--- src/rtl/cpu_defs_pkg.sv ---
// Shared definitions for the multicycle CPU: instruction fields, ALU commands,
// datapath select encodings and the control FSM state set.
package cpu_defs;

  localparam logic [5:0] OP_RTYPE = 6'h00;
  localparam logic [5:0] OP_J     = 6'h02;
  localparam logic [5:0] OP_JAL   = 6'h03;
  localparam logic [5:0] OP_BEQ   = 6'h04;
  localparam logic [5:0] OP_BNE   = 6'h05;
  localparam logic [5:0] OP_ADDI  = 6'h08;
  localparam logic [5:0] OP_XORI  = 6'h0E;
  localparam logic [5:0] OP_LW    = 6'h23;
  localparam logic [5:0] OP_SW    = 6'h2B;

  localparam logic [5:0] FN_JR  = 6'h08;
  localparam logic [5:0] FN_ADD = 6'h20;
  localparam logic [5:0] FN_SUB = 6'h22;
  localparam logic [5:0] FN_SLT = 6'h2A;

  localparam logic [2:0] ALU_ADD  = 3'd0;
  localparam logic [2:0] ALU_SUB  = 3'd1;
  localparam logic [2:0] ALU_XOR  = 3'd2;
  localparam logic [2:0] ALU_SLT  = 3'd3;
  localparam logic [2:0] ALU_AND  = 3'd4;
  localparam logic [2:0] ALU_NAND = 3'd5;
  localparam logic [2:0] ALU_NOR  = 3'd6;
  localparam logic [2:0] ALU_OR   = 3'd7;

  localparam logic [1:0] SRCB_REG  = 2'd0;
  localparam logic [1:0] SRCB_FOUR = 2'd1;
  localparam logic [1:0] SRCB_IMM  = 2'd2;
  localparam logic [1:0] SRCB_BR   = 2'd3;

  localparam logic [1:0] PC_ALU    = 2'd0;
  localparam logic [1:0] PC_ALUOUT = 2'd1;
  localparam logic [1:0] PC_JUMP   = 2'd2;
  localparam logic [1:0] PC_REGA   = 2'd3;

  localparam logic [1:0] DST_RT  = 2'd0;
  localparam logic [1:0] DST_RD  = 2'd1;
  localparam logic [1:0] DST_R31 = 2'd2;

  localparam logic [1:0] WD_ALUOUT = 2'd0;
  localparam logic [1:0] WD_MDR    = 2'd1;
  localparam logic [1:0] WD_PC     = 2'd2;

  typedef enum logic [3:0] {
    ST_FETCH, ST_DECODE, ST_EXEC_R, ST_WB_R, ST_EXEC_I, ST_WB_I,
    ST_MEM_ADDR, ST_MEM_RD, ST_WB_MEM, ST_MEM_WR, ST_BRANCH,
    ST_JUMP, ST_JAL, ST_JR, ST_ILLEGAL
  } state_e;

  typedef enum logic [2:0] {
    CLS_R_ALU, CLS_JR, CLS_IMM, CLS_MEM, CLS_BRANCH, CLS_J, CLS_JAL, CLS_ILL
  } instr_class_e;

endpackage

--- src/rtl/multicycle_ctrl_decode.sv ---
// Instruction classifier: maps opcode/funct to a class, the execute-phase ALU
// command and an illegal bit.
module ctrl_decode
  import cpu_defs::*;
(
  input  logic [5:0]   opcode,
  input  logic [5:0]   funct,
  output instr_class_e cls,
  output logic [2:0]   alu_cmd,
  output logic         illegal
);

  always_comb begin
    cls     = CLS_ILL;
    alu_cmd = ALU_ADD;
    illegal = 1'b1;
    case (opcode)
      OP_RTYPE: begin
        case (funct)
          FN_ADD:  begin cls = CLS_R_ALU; alu_cmd = ALU_ADD; illegal = 1'b0; end
          FN_SUB:  begin cls = CLS_R_ALU; alu_cmd = ALU_SUB; illegal = 1'b0; end
          FN_SLT:  begin cls = CLS_R_ALU; alu_cmd = ALU_SLT; illegal = 1'b0; end
          FN_JR:   begin cls = CLS_JR;    illegal = 1'b0; end
          default: ;
        endcase
      end
      OP_ADDI: begin cls = CLS_IMM;    alu_cmd = ALU_ADD; illegal = 1'b0; end
      OP_XORI: begin cls = CLS_IMM;    alu_cmd = ALU_XOR; illegal = 1'b0; end
      OP_LW,
      OP_SW:   begin cls = CLS_MEM;    alu_cmd = ALU_ADD; illegal = 1'b0; end
      OP_BEQ,
      OP_BNE:  begin cls = CLS_BRANCH; alu_cmd = ALU_SUB; illegal = 1'b0; end
      OP_J:    begin cls = CLS_J;      illegal = 1'b0; end
      OP_JAL:  begin cls = CLS_JAL;    illegal = 1'b0; end
      default: ;
    endcase
  end

endmodule

--- src/rtl/multicycle_ctrl.sv ---
// Multicycle CPU control FSM: sequences fetch/decode/execute/memory/writeback,
// drives datapath selects and enables, and counts retired instructions.
//
// state     | meaning
// FETCH     | read instruction at PC, PC+=4 when memory completes
// DECODE    | classify, precompute branch target into ALUOut
// EXEC_R/I  | R-type / immediate ALU op
// WB_R/I    | write ALU result to rd / rt
// MEM_ADDR  | effective address into ALUOut
// MEM_RD/WR | data memory access, held until mem_ready
// WB_MEM    | write MDR to rt
// BRANCH    | compare, conditionally load PC from ALUOut
// JUMP/JAL  | PC <= jump target (JAL also links r31)
// JR        | PC <= reg A
// ILLEGAL   | absorbing; only reset leaves
module multicycle_ctrl
  import cpu_defs::*;
#(
  parameter state_e RESET_STATE = ST_FETCH,
  parameter int     CNT_W       = 32
) (
  input  logic             clk,
  input  logic             rst_n,
  input  logic [5:0]       opcode,
  input  logic [5:0]       funct,
  input  logic             alu_zero,
  input  logic             mem_ready,
  output logic [2:0]       alu_cmd,
  output logic             alu_src_a,
  output logic [1:0]       alu_src_b,
  output logic             imm_zext,
  output logic             pc_we,
  output logic [1:0]       pc_src,
  output logic             ir_we,
  output logic             mem_req,
  output logic             mem_we,
  output logic             iord,
  output logic             reg_we,
  output logic [1:0]       reg_dst,
  output logic [1:0]       wd_src,
  output logic             illegal,
  output logic [CNT_W-1:0] retired
);

  state_e             state_q, state_d;
  logic [CNT_W-1:0]   retired_q, retired_d;
  logic               retire;
  instr_class_e       dec_cls;
  logic [2:0]         dec_alu_cmd;
  logic               dec_illegal;

  ctrl_decode u_decode (
    .opcode  (opcode),
    .funct   (funct),
    .cls     (dec_cls),
    .alu_cmd (dec_alu_cmd),
    .illegal (dec_illegal)
  );

  always_ff @(posedge clk or negedge rst_n) begin
    if (!rst_n) begin
      state_q   <= RESET_STATE;
      retired_q <= '0;
    end else begin
      state_q   <= state_d;
      retired_q <= retired_d;
    end
  end

  assign retired_d = retired_q + CNT_W'(retire);
  assign retired   = retired_q;

  always_comb begin
    state_d   = state_q;
    retire    = 1'b0;
    alu_cmd   = ALU_ADD;
    alu_src_a = 1'b0;
    alu_src_b = SRCB_REG;
    imm_zext  = 1'b0;
    pc_we     = 1'b0;
    pc_src    = PC_ALU;
    ir_we     = 1'b0;
    mem_req   = 1'b0;
    mem_we    = 1'b0;
    iord      = 1'b0;
    reg_we    = 1'b0;
    reg_dst   = DST_RT;
    wd_src    = WD_ALUOUT;
    illegal   = 1'b0;
    case (state_q)
      ST_FETCH: begin
        // Reset holds the FSM here; gating on rst_n drops the request at once.
        mem_req = rst_n;
        if (mem_ready && rst_n) begin
          ir_we     = 1'b1;
          pc_we     = 1'b1;
          alu_src_b = SRCB_FOUR;
          state_d   = ST_DECODE;
        end
      end
      ST_DECODE: begin
        alu_src_b = SRCB_BR;
        if (dec_illegal) begin
          state_d = ST_ILLEGAL;
        end else begin
          case (dec_cls)
            CLS_R_ALU:  state_d = ST_EXEC_R;
            CLS_JR:     state_d = ST_JR;
            CLS_IMM:    state_d = ST_EXEC_I;
            CLS_MEM:    state_d = ST_MEM_ADDR;
            CLS_BRANCH: state_d = ST_BRANCH;
            CLS_J:      state_d = ST_JUMP;
            CLS_JAL:    state_d = ST_JAL;
            default:    state_d = ST_ILLEGAL;
          endcase
        end
      end
      ST_EXEC_R: begin
        alu_src_a = 1'b1;
        alu_cmd   = dec_alu_cmd;
        state_d   = ST_WB_R;
      end
      ST_WB_R: begin
        reg_we  = 1'b1;
        reg_dst = DST_RD;
        retire  = 1'b1;
        state_d = ST_FETCH;
      end
      ST_EXEC_I: begin
        alu_src_a = 1'b1;
        alu_src_b = SRCB_IMM;
        alu_cmd   = dec_alu_cmd;
        imm_zext  = (opcode == OP_XORI);
        state_d   = ST_WB_I;
      end
      ST_WB_I: begin
        reg_we  = 1'b1;
        retire  = 1'b1;
        state_d = ST_FETCH;
      end
      ST_MEM_ADDR: begin
        alu_src_a = 1'b1;
        alu_src_b = SRCB_IMM;
        state_d   = (opcode == OP_SW) ? ST_MEM_WR : ST_MEM_RD;
      end
      ST_MEM_RD: begin
        mem_req = 1'b1;
        iord    = 1'b1;
        if (mem_ready) state_d = ST_WB_MEM;
      end
      ST_WB_MEM: begin
        reg_we  = 1'b1;
        wd_src  = WD_MDR;
        retire  = 1'b1;
        state_d = ST_FETCH;
      end
      ST_MEM_WR: begin
        mem_req = 1'b1;
        mem_we  = 1'b1;
        iord    = 1'b1;
        if (mem_ready) begin
          retire  = 1'b1;
          state_d = ST_FETCH;
        end
      end
      ST_BRANCH: begin
        alu_src_a = 1'b1;
        alu_cmd   = ALU_SUB;
        pc_src    = PC_ALUOUT;
        pc_we     = (opcode == OP_BNE) ? !alu_zero : alu_zero;
        retire    = 1'b1;
        state_d   = ST_FETCH;
      end
      ST_JUMP: begin
        pc_we   = 1'b1;
        pc_src  = PC_JUMP;
        retire  = 1'b1;
        state_d = ST_FETCH;
      end
      ST_JAL: begin
        pc_we   = 1'b1;
        pc_src  = PC_JUMP;
        reg_we  = 1'b1;
        reg_dst = DST_R31;
        wd_src  = WD_PC;
        retire  = 1'b1;
        state_d = ST_FETCH;
      end
      ST_JR: begin
        pc_we   = 1'b1;
        pc_src  = PC_REGA;
        retire  = 1'b1;
        state_d = ST_FETCH;
      end
      ST_ILLEGAL: illegal = 1'b1;
      default:    state_d = ST_FETCH;
    endcase
  end

endmodule

--- config.mk ---
export PLATFORM = sky130hd
export DESIGN_NAME = multicycle_ctrl
export DESIGN_NICKNAME = d
export VERILOG_FILES = /design/src/rtl/cpu_defs_pkg.sv /design/src/rtl/multicycle_ctrl_decode.sv /design/src/rtl/multicycle_ctrl.sv
export SDC_FILE = /design/constraint.sdc
export NUM_CORES = 1
export LEC_CHECK = 0
export BUFFER_PORTS_ARGS = -buffer_cell sky130_fd_sc_hd__buf_2
export CORE_MARGIN = 5
export CORE_UTILIZATION = 29
export DETAILED_ROUTE_END_ITERATION = 8
export PLACE_DENSITY_LB_ADDON = 0.12
export SLEW_MARGIN = 10
export SYNTH_ARGS = -nofsm -noshare
export SYNTH_HDL_FRONTEND = slang
export SYNTH_SLANG_ARGS = --single-unit
--- constraint.sdc ---
create_clock -name clk -period 8.7 [get_ports clk]
set_clock_uncertainty 0.1 [all_clocks]
set_input_delay 1.74 -clock clk [delete_from_list [all_inputs] [get_ports clk]]
set_output_delay 1.74 -clock clk [all_outputs]
set_load 0.05 [all_outputs]
# Word level (Yosys, flattened, before mapping)
# Index checks and enable logic that the tools add are counted.
totals:
  reg_bits: 36
  output_inout_bits: 52
  wordCells: 91
  in_bits: 16
op_classes:
  n_eq_ne: 35
  add_sub_neg: 1
  n_mux: 32
  bitwise: 1
  n_reduce_logical: 20
op_table:
  columns: ["op", "n"]
  rows:
  - ["adder 32 x 1 -> 32 bit", 1]
  - ["case mux 4 bit (8 select lines)", 1]
  - ["equality test 6 bit (second input constant)", 5]
  - ["equality test 4 bit (second input constant)", 7]
  - ["case mux 4 bit (7 select lines)", 1]
  - ["2-to-1 mux 4 bit", 5]
  - ["equality test 6 x 4 -> 1 bit (second input constant)", 3]
  - ["case mux 3 bit (6 select lines)", 1]
  - ["equality test 4 x 3 -> 1 bit (second input constant)", 4]
  - ["OR reduction 2 bit", 7]
  - ["equality test 6 x 2 -> 1 bit (second input constant)", 2]
  - ["equality test 6 x 3 -> 1 bit (second input constant)", 2]
  - ["2-to-1 mux 1 bit", 12]
  - ["case mux 2 bit (2 select lines)", 3]
  - ["case mux 2 bit (3 select lines)", 2]
  - ["case mux 3 bit (2 select lines)", 2]
  - ["OR reduction 4 bit", 3]
  - ["equality test 3 bit (second input constant)", 3]
  - ["case mux 3 bit (3 select lines)", 1]
  - ["equality test 4 x 2 -> 1 bit (second input constant)", 2]
  - ["OR reduction 8 bit", 1]
  - ["OR reduction 7 bit", 1]
  - ["equality test 3 x 2 -> 1 bit (second input constant)", 2]
  - ["logical NOT 6 bit", 1]
  - ["12 further kinds", 17]

# Longest topological paths before layout
logic_depth:
  ltp_word: 8
  depth_mapped: 12
  depth_no_buf: 10

# By module
# From an unflattened synthesis, not the netlist that was laid out.
unflattened:
  hier_cells: 251
  hier_area_um2: 2396.0
modules_own_cells:
  columns: ["module", "seq_area_each_um2", "cells_each", "area_per_inst_um2", "n_inst"]
  rows:
  - ["multicycle_ctrl", 900.9, 212, 2119.5, 1]
  - ["ctrl_decode", 0.0, 39, 276.5, 1]

# Worst setup path after synthesis
# Ideal clock, no wire load.
synth_timing:
  kind: "input port to output port"
  start: "in opcode[2]"
  end: "out alu_cmd[1]"
  n_path_buf: 0
  cell_stages: 5
  t_required_ns: 6.860
  arrival_ns: 4.125
  path_slack_ns: 2.735
  path_cell_list: "or2_2 -> nor4b_4 -> and4_1 -> a21oi_1 -> nor4_1"
synth_via:
  elab_chain_len: 4
  word_cells_on_any_way: 7
  classes_between: "eq/ne (3); mux (2); reduce/logical (2)"
synth_lines:
  columns: ["element", "line", "rtl"]
  rows:
  - ["start: declaration", "multicycle_ctrl.sv:24", "input logic [5:0] opcode,"]
  - ["equality test 6 x 3 -> 1 bit", "multicycle_ctrl_decode.sv:17", "case (opcode)"]
  - ["OR reduction 2 bit", "multicycle_ctrl_decode.sv:17", null]
  - ["case mux 3 bit (3 select lines) *", "multicycle_ctrl_decode.sv:17", null]
  - ["case mux 3 bit (2 select lines) *", "multicycle_ctrl.sv:90", "case (state_q)"]
  - ["end: declaration", "multicycle_ctrl.sv:28", "output logic [2:0] alu_cmd,"]
# Every way passes the cells marked *; elsewhere a longest branch is shown, timed or not.

# Final worst setup path
# Ends and elaborated chain as after synthesis.

==> run_results.csv <==
group,metric,value,unit
outcome,run_status,"completed",
grt,antenna_found_initial,0,
placed_design,portBuffers,66,
synth,syn_area,2300,um2
cts,path_clk_slew,0.07,ns
cts,post_cts_buffers,0,
timing,setup_slack,3.47,ns
placed_design,dp.cells,412,
timing,hold_ws,0.366,ns
critical_path,crit_chain,"buf_2 -> or2_2 -> nor4b_4 -> and4_1 -> a21oi_1 -> nor4_1 -> buf_2",
grt,grt_pass1_wl,9520,um
detailed_routing,viasPerCell,4.93,
critical_path,reg2regPathDepth,9,
critical_path,cp_common_cell,"buf_2",
placed_design,place_ws,3.46,ns
synth,seq_area_frac_synth,39.1,%
cts,cts.path.max_buffers,2,
timing,timing.slew.headroom,43.0,%
synth,synth_fp_nets,272,
critical_path,worstPathRequired,6.86,ns
timing,finalHoldViolCount,0,
cts,cts_tree,"built",
die,die_w,99.1,um
worst_hold_path,min_path_cells,1,
pwr,vdd_drop_max,0.155,mV
synth,synth_cell_types,56,
detailed_routing,antenna_left,0,
grt,grt_max_degree,40,
detailed_routing,first_pass_iters,4,
grt,grt_use_total,11.7,%
grt,first_global_vias,1914,
synth,netlist_instances,254,
critical_path,path_class,"primary input to primary output",
timing,finalCritPeriodShare,60.1,%
synth,netlist.area_leader.share,39.1,%
job,cap_violations,0,
die,io_pins,68,
die,die-area,9830,um2
cts,cts-root-buf,"clkbuf_8",
cts,worst_skew_pair.late_latency,0.29,ns
die,core-area,7730,um2
detailed_routing,drc,0,
grt,overflow,0,
critical_path,worst-path-buf-inv,2,
cts,cts_sinks,36,
final_layout,multi_input_area,1330,um2
die,start_util,29.8,%
timing,setup-tns-final,0,ns
pwr,p_leak,1.36,nW
timing,maxSlewViolCount,0,
synth,yosys.area.top_type,"dfrtp_1",
synth,yosys_register_bits,36,
cts,cts_resized,0,
critical_path,cpMaxStageDelayCell,"or2_2",
final_layout,fillers,822,
critical_path,crit_family,"simple AND/OR/NAND/NOR gates",
cts,cts_buffers,5,
placed_design,dp_hpwl,4410,um
timing,post-route-min-period,5.23,ns
critical_path,cp-start-kind,"primary input",
pwr,finalPower,754,uW
final_layout,stdcell_count,420,
timing,fmax,191,MHz
synth,synthFlopType,"dfrtp_1",
final_layout,seqCellArea,901,um2
final_layout,layout.nets,335,
timing,setup_viol,0,
critical_path,path_depth,7,
pwr,p_per_area,269,nW/um2
cts,holdBufCountCts,0,
synth,syn_avg_cell_area,9.07,um2
cts,cts_max_level,2,
timing,rsz0062_at_grt,"false",
placed_design,globalplace.congestion,0.798,
synth,async_flop_share,100,%
worst_hold_path,min_path_type,"flip-flop to flip-flop",
final_layout,syn2layout_area_growth,21.6,%
critical_path,crit_path_max_fanout,11,
detailed_routing,num_vias,2069,
die,die_y,99.1,um
die,fp-row-count,32,
synth,ys_warn_count,0,
critical_path,critPathMaxStageDelay,0.35,ns
critical_path,worst_setup_path_end_kind,"primary output",
timing,tightest_slew,0.855,ns
detailed_routing,avgRoutedWirePerCell,13.8,um
synth,synth_edf_count,0,
final_layout,post_route_cells_drive_above_1_share,25.2,%
detailed_routing,drtIter0Drc,44,
synth,synth_area_leaders,"dfrtp_1, xnor2_1, nand3_1",
final_layout,diodes,0,
critical_path,crit_arrival,3.39,ns
detailed_routing,drt_wl_total,5810,um
[metrics by stage]
stage	area, um2	utilization, %
3_5_place_dp	2720	35.1
4_1_cts	2800	36.3
2_1_floorplan	2300	-
5_1_grt	2800	36.3
3_3_place_gp	2720	35.1
6_report	2800	36.3
[flip-flops by register name, indices dropped and copies added (netlist names)]
signal / cells
retired: 32
state_q: 4
[synthesized netlist by cell type, drive strengths merged (4+ instances only)]
library cell and instances:
a21oi 9, a31oi 5, and2 6, and3 7, and4 5, buf 6, clkbuf 5, dfrtp 36
inv 5, nand2 19, nand2b 7, nand3 16, nand4 4, nor2 18, nor3 8, o21ai 8
or3 5, xnor2 24, xor2 9
[final timing paths]
check	start	to	slack, ns
setup / recovery	opcode[2]	alu_cmd[1]	3.47
hold / removal	retired[31]	retired[31]	0.37
setup reg to reg	state_q[3]	retired[30]	5.58
hold reg to reg	retired[31]	retired[31]	0.37
max in group asynchronous	rst_n	retired[16]	6.75
min in group asynchronous	rst_n	retired[22]	1.39
[logic make-up (layout without fill, tap and decap cells)]
logic type	count (synthesis)	count (layout)	share of synthesized area [%]
AND/OR/NAND/NOR	114	114	27.7
AO/OA/AOI/OAI	49	49	14.9
flip-flops	36	36	39.1
XOR/XNOR	33	33	12.5
buffers and inverters	16	80	3.20
multiplexers	3	3	1.30
adder cells (fa/ha/maj)	2	2	1.09
other	1	1	0.163
[power breakdown]
part	internal, mW	leakage, nW	switching, mW
registers	0.190	0.483	0.0712
logic	0.115	0.825	0.261
clock network	0.0558	0.0479	0.0601
total	0.362	1.36	0.392
[routing by layer]
layer / vias to the layer above / GRT usage, % / wire [um]
met1: 954 / 16.1 / 2630
met2: 70 / 17.9 / 2690
li1: 1035 / - / -
met5: - / 0 / 0
met3: 10 / 3.02 / 387
met4: 0 / 4.20 / 95
[cell usage in the layout (no fill, tap or decap), drive strengths merged, types with 6 or more instances in the layout]
cell type	n
buf	67
dfrtp	36
a21oi	9
xnor2	24
nand3	16
xor2	9
nor2	18
o21ai	8
and3	7
nor3	8
nand2b	7
nand2	19
and2	6
[final cells by class]
cell class              count  share of cell area, %
multi-input cells         202                   47.5
inverters                   5                  0.670
repair buffers             67                   12.1
clock inverters             3                  0.670
well taps                 102                   4.55
flip-flops and latches     36                   32.1
clock buffers               5                   2.46
Power figures use the tool's default switching activity.
